--- src/rtl/usb_rx_pkg.sv ---
// rtl/usb_rx_pkg.sv - shared types and constants for the USB receive controller
// Contents: rx_state_t (controller FSM states), SYNC_BYTE_DEF (LSB-first sync pattern).
package usb_rx_pkg;

  typedef enum logic [2:0] {
    IDLE,
    SYNC_RCV,
    SYNC_CHK,
    DATA_RCV,
    STORE,
    EOP_END,
    ERR_WAIT,
    ERR_EOP
  } rx_state_t;

  localparam logic [7:0] SYNC_BYTE_DEF = 8'h80;

endpackage

--- src/rtl/usb_rx_bit_cnt.sv ---
// rtl/usb_rx_bit_cnt.sv - bit counter with clear/enable and byte-complete flag
// Ports: clk, n_rst (async active-low), clear, enable -> count (bits so far),
//        rollover (this enable completes a byte, i.e. next count == BYTE_BITS).
module usb_rx_bit_cnt #(
  parameter int BYTE_BITS = 8,
  localparam int CW = $clog2(BYTE_BITS + 1)
) (
  input  logic          clk,
  input  logic          n_rst,
  input  logic          clear,
  input  logic          enable,
  output logic [CW-1:0] count,
  output logic          rollover
);

  logic [CW-1:0] cnt_q;
  logic [CW-1:0] cnt_d;

  always_comb begin
    cnt_d = cnt_q;
    if (clear) begin
      cnt_d = '0;
    end else if (enable) begin
      cnt_d = cnt_q + 1'b1;
    end
  end

  always_ff @(posedge clk or negedge n_rst) begin
    if (!n_rst) begin
      cnt_q <= '0;
    end else begin
      cnt_q <= cnt_d;
    end
  end

  // Flag looks at the next value so the FSM can leave on the very shift
  // that completes the byte.
  assign rollover = (cnt_d == CW'(BYTE_BITS));
  assign count    = cnt_q;

endmodule

--- src/rtl/usb_rx_ctrl.sv ---
// rtl/usb_rx_ctrl.sv - USB receive byte assembler and control unit feeding rx_fifo
// Ports: clk, n_rst (async active-low); d_edge, shift_enable, d_orig, eop from the
//        bit decoder; full from rx_fifo; w_enable/w_data to rx_fifo; rcving, r_error status.
// Optional feature: define RX_OVERRUN_CHECK_EN to suppress writes into a full rx_fifo
//        and flag an error; otherwise full is ignored.
module usb_rx_ctrl
  import usb_rx_pkg::*;
#(
  parameter logic [7:0] SYNC_BYTE = SYNC_BYTE_DEF,
  parameter int         BYTE_BITS = 8,
  localparam int        CW        = $clog2(BYTE_BITS + 1)
) (
  input  logic       clk,
  input  logic       n_rst,
  input  logic       d_edge,
  input  logic       shift_enable,
  input  logic       d_orig,
  input  logic       eop,
  input  logic       full,
  output logic       w_enable,
  output logic [7:0] w_data,
  output logic       rcving,
  output logic       r_error
);

  rx_state_t     state_q, state_d;
  logic [7:0]    sr_q, sr_d;
  logic [7:0]    w_data_q, w_data_d;
  logic          r_error_q, r_error_d;
  logic          rcving_q;
  logic          in_rx;
  logic          shift_en;
  logic          cnt_clear;
  logic [CW-1:0] cnt;
  logic          rollover;

  usb_rx_bit_cnt #(.BYTE_BITS(BYTE_BITS)) u_bit_cnt (
    .clk      (clk),
    .n_rst    (n_rst),
    .clear    (cnt_clear),
    .enable   (shift_en),
    .count    (cnt),
    .rollover (rollover)
  );

  assign in_rx     = (state_q == SYNC_RCV) || (state_q == DATA_RCV);
  assign shift_en  = in_rx && shift_enable && !eop;
  // Counter only runs while bits are being assembled; every other state
  // holds it at zero, which covers the IDLE, SYNC_CHK and STORE clears.
  assign cnt_clear = !in_rx;

  always_comb begin
    state_d   = state_q;
    sr_d      = sr_q;
    w_data_d  = w_data_q;
    r_error_d = r_error_q;

    if (shift_en) begin
      sr_d = {d_orig, sr_q[7:1]};
    end

    case (state_q)
      IDLE: begin
        if (d_edge) begin
          state_d   = SYNC_RCV;
          r_error_d = 1'b0;
        end
      end
      SYNC_RCV: begin
        if (shift_enable && eop) begin
          state_d   = ERR_EOP;
          r_error_d = 1'b1;
        end else if (rollover) begin
          state_d = SYNC_CHK;
        end
      end
      SYNC_CHK: begin
        if (sr_q == SYNC_BYTE) begin
          state_d = DATA_RCV;
        end else begin
          state_d   = ERR_WAIT;
          r_error_d = 1'b1;
        end
      end
      DATA_RCV: begin
        if (shift_enable && eop) begin
          // EOP on a byte boundary is a clean end; mid-byte drops the fragment.
          if (cnt == '0) begin
            state_d = EOP_END;
          end else begin
            state_d   = ERR_EOP;
            r_error_d = 1'b1;
          end
        end else if (rollover) begin
          state_d  = STORE;
          w_data_d = sr_d;
        end
      end
      STORE: begin
        state_d = DATA_RCV;
`ifdef RX_OVERRUN_CHECK_EN
        if (full) begin
          state_d   = ERR_WAIT;
          r_error_d = 1'b1;
        end
`endif
      end
      EOP_END: begin
        if (d_edge) state_d = IDLE;
      end
      ERR_WAIT: begin
        if (shift_enable && eop) state_d = ERR_EOP;
      end
      ERR_EOP: begin
        if (d_edge) state_d = IDLE;
      end
      default: state_d = IDLE;
    endcase
  end

  always_ff @(posedge clk or negedge n_rst) begin
    if (!n_rst) begin
      state_q   <= IDLE;
      sr_q      <= 8'h00;
      w_data_q  <= 8'h00;
      r_error_q <= 1'b0;
      rcving_q  <= 1'b0;
    end else begin
      state_q   <= state_d;
      sr_q      <= sr_d;
      w_data_q  <= w_data_d;
      r_error_q <= r_error_d;
      rcving_q  <= (state_d != IDLE);
    end
  end

`ifdef RX_OVERRUN_CHECK_EN
  assign w_enable = (state_q == STORE) && !full;
`else
  logic unused_full;
  assign unused_full = full;
  assign w_enable    = (state_q == STORE);
`endif

  assign w_data  = w_data_q;
  assign rcving  = rcving_q;
  assign r_error = r_error_q;

endmodule

--- config.mk ---
export PLATFORM = sky130hd
export DESIGN_NAME = usb_rx_ctrl
export DESIGN_NICKNAME = d
export VERILOG_FILES = /design/src/rtl/usb_rx_pkg.sv /design/src/rtl/usb_rx_bit_cnt.sv /design/src/rtl/usb_rx_ctrl.sv
export SDC_FILE = /design/constraint.sdc
export NUM_CORES = 1
export LEC_CHECK = 0
export ABC_CLOCK_PERIOD_IN_PS = 2600
export BUFFER_PORTS_ARGS = -buffer_cell sky130_fd_sc_hd__buf_2
export CORE_UTILIZATION = 45
export DETAILED_ROUTE_END_ITERATION = 12
export GPL_TIMING_DRIVEN = 0
export PLACE_DENSITY = 0.66
export SLEW_MARGIN = 20
export SYNTH_ARGS = -nofsm -noshare
export SYNTH_HDL_FRONTEND = slang
export SYNTH_SLANG_ARGS = --single-unit
export TNS_END_PERCENT = 20
--- constraint.sdc ---
create_clock -name clk -period 2.6 [get_ports clk]
set_input_delay 0.26 -clock clk [delete_from_list [all_inputs] [get_ports clk]]
set_output_delay 0.26 -clock clk [all_outputs]
set_load 0.05 [all_outputs]
==> impl_results.md <==
- Multi-input logic area: around 550 um2
- Final min period: ~2.4 ns
- Post-Syn Area per Cell: 11.5 um2
- Ports: 18
- Longest Clk Path Bufs: 2
- Root buffer cell: clkbuf_4
- Worst Tran Pin Value: around 0.6 ns
- I/O Buffers: 16
- Syn Nets: 115
- Status: completed
- Worst Skew: about 0.0021 ns
- DRC viols: 0
- Die height: approximately 54 um
- Synth warn: 0
- CP max-delay cell: dfrtp_1
- Iteration-0 DRC Markers: 9
- Drt wl/cell: between 10 and 15 um
- Hold slack: ~0.19 ns
- Critical path peak fanout: 8
- Syn Inst Count: ~110
- Final Cycle Share: just over 90%
- Initial Util: roughly half
- CP delay by family, top: simple AND/OR/NAND/NOR gates
- First-pass GRT wire length: 3.26 mm
- Seq cells post-synth: 25
- Core footprint: around 0.0025 mm2
- Die width: 54.1 um
- Synth area leaders: dfrtp_1, mux2_2, nor2_1
- Cell taking the most area after synthesis: dfrtp_1
- Critical path's largest stage delay: between 0.4 and 0.5 ns
- Via count: around 860
- Post-CTS Setup Bufs: 0
- CTS Sinks: 25
- Unrepaired setup endpoints after global routing: no
- Hold Crit Class: primary input to flip-flop
- Startpoint types: flip-flop
- Fmax: 415 MHz
- Max cap viols: 0
- Count of final setup violators: 0
- WS Path Type: flip-flop to flip-flop
- Setup_tns: 0 ns
- Crit end category: flip-flop
- Slew headroom: 59.9%
- VDD IR max: just over 0.5 mV
- Register area: approximately 630 um2
- Register area share after synthesis: between 50% and 60%
- Pre-antenna DRT Iters: 4
- WP buf/inv: 2
- WP data required: 2.81 ns
- Most frequent cells in the layout: dfrtp_1, buf_2, mux2_2, nor2_1, inv_1
- Vias in the first global route: between 700 and 800
- Antenna diodes: 0
- H-tree Lvls: 1
- TritonCTS clock tree: yes
- Commonest non-fill, non-tap cell in the layout: dfrtp_1
- Num rows: 18
- Clk pin slew, worst setup/hold paths: ~0.12 ns
- Layout cells sized above 1: between 30% and 40%
- CTS Buf Count: 3
- Area grow syn2layout: 12.7%
- Largest net degree at the start of global routing: 26
- Mapped Area: 0.00122 mm2
- Yosys cell types: 34
- Gr ovfl total: 0
- Hold Vio Cnt, Final: 0
- Post-detailed-route count of antenna-violating nets: 0
- CP arrival: 2.62 ns
- PwrDens: about 860 mW/mm2
- Worst-path cell chain: inv_1 > ha_1 > and4bb_2 > a31oi_1 > a211oi_4 > and4_1 > buf_2 > mux2_2
- Post-detail-place hpwl: approximately 1.5 mm
- Vias per cell: between 5 and 6
- Core Util, Final: between 50 and 60%
- GPL Wtd Cong: about 0.85
- Initial antenna violation count: 0
- Final nets: 137
- All-Layer GR Usage: 15.6%
- Leakage: 0.000678 uW
- Final Max Tran Viols: 0
- Skew-Pair Late Insertion Delay: slightly above 0.3 ns
- Top cell type's share of synthesized area: 51.3%
- Die area: 0.00292 mm2
- Total routed wirelength: 2.04 mm
- Fill cells: approximately 230
## cell families after synthesis
logic type	synth area share, %
compound gates	9.74
simple gates	16.0
flops	51.3
xor+xnor	1.44
fa+ha+maj	2.05
buf+inv	3.90
mux	15.6
## sequential cells by signal (all words and copies together) (netlist names)
name,flops
rcving,1
u_bit_cnt.count,4
w_data,8
state_q,3
r_error,1
sr_q,8
## cell type report
type	instances	share of cell area, %
clock buffers	3	1.64
flip-flops and latches	25	45.5
multi-input cells	71	39.8
clock inverters	1	0.364
well taps	30	2.73
repair buffers	17	6.55
inverters	5	1.36
plain buffers	5	2.09
## synthesized netlist by cell type
| master | instances |
|---|---|
| buf_6 | 1 |
| or3_4 | 1 |
| o31ai_1 | 1 |
| mux2_2 | 16 |
| nor4_1 | 4 |
| o211a_1 | 1 |
| a221oi_1 | 1 |
| nor2b_1 | 2 |
| inv_1 | 5 |
| nand3b_1 | 1 |
| ha_1 | 2 |
| xnor2_1 | 2 |
| a211oi_4 | 1 |
| buf_2 | 2 |
| clkbuf_1 | 2 |
| nor3b_1 | 1 |
| and4bb_2 | 1 |
| a211o_1 | 1 |
| mux2i_1 | 1 |
| dfrtp_1 | 25 |
| a211oi_1 | 1 |
| nand2b_1 | 3 |
| o211ai_1 | 1 |
| nor2_1 | 8 |
| or3_1 | 1 |
| and2_1 | 2 |
| a21oi_1 | 2 |
| and3_1 | 2 |
| nand2_1 | 4 |
| o21ai_0 | 4 |
| a31oi_1 | 1 |
| o22ai_1 | 2 |
| and4_1 | 1 |
| nand3_1 | 3 |
## report_power, final
| group | internal, uW | switching (uW) | leakage (uW) |
|---|---|---|---|
| sequential | 483 | 59.9 | 0.000322 |
| combinational | 193 | 282 | 0.000338 |
| clock | 57.5 | 107 | 0.0000177 |
## timing repair
action	4_1_cts	5_1_grt
endpoints found under the hold margin	25	0
gates resized for setup	0	0
hold buffers	1	0
## worst reg2reg max path, stage by stage, from the launching register on
cell and delay [ns]:
dfrtp_1 0.42, inv_1 0.10, ha_1 0.32, and4bb_2 0.29
a31oi_1 0.06, a211oi_4 0.33, and4_1 0.23, buf_2 0.22
mux2_2 0.36
## final timing paths
check | from | to | slack (ns) | depth (start not counted)
max in group asynchronous | n_rst | w_data[0] | 1.77 | 2
max reg2reg | u_bit_cnt.count[0] | w_data[4] | 0.19 | 8
max | u_bit_cnt.count[0] | w_data[4] | 0.19 | 8
min in group asynchronous | n_rst | sr_q[7] | 0.47 | 2
min reg2reg | w_data[0] | w_data[0] | 0.52 | 1
min | d_orig | sr_q[7] | 0.19 | 2
## routing by layer
layer  wire, um  global-route usage, %  up-vias
met4         25                   6.41        0
met5          0                      0        -
met2        957                   25.3       21
met3         81                   1.69        4
li1           -                      -      422
met1        973                   21.1      409
## per-stage QoR
step / worst slack, ns / std cells / total power [uW] / instance area (um2)
after floorplan: 0.433 / 106 / 917 / 1220
after global placement: 0.248 / 152 / 1020 / 1340
after detailed placement: 0.212 / 152 / 1020 / 1340
after CTS: 0.174 / 157 / 1200 / 1380
after global routing: 0.0725 / 157 / 1280 / 1380
final: 0.191 / 157 / 1180 / 1380
No activity file was read; power rests on OpenSTA's default activity.
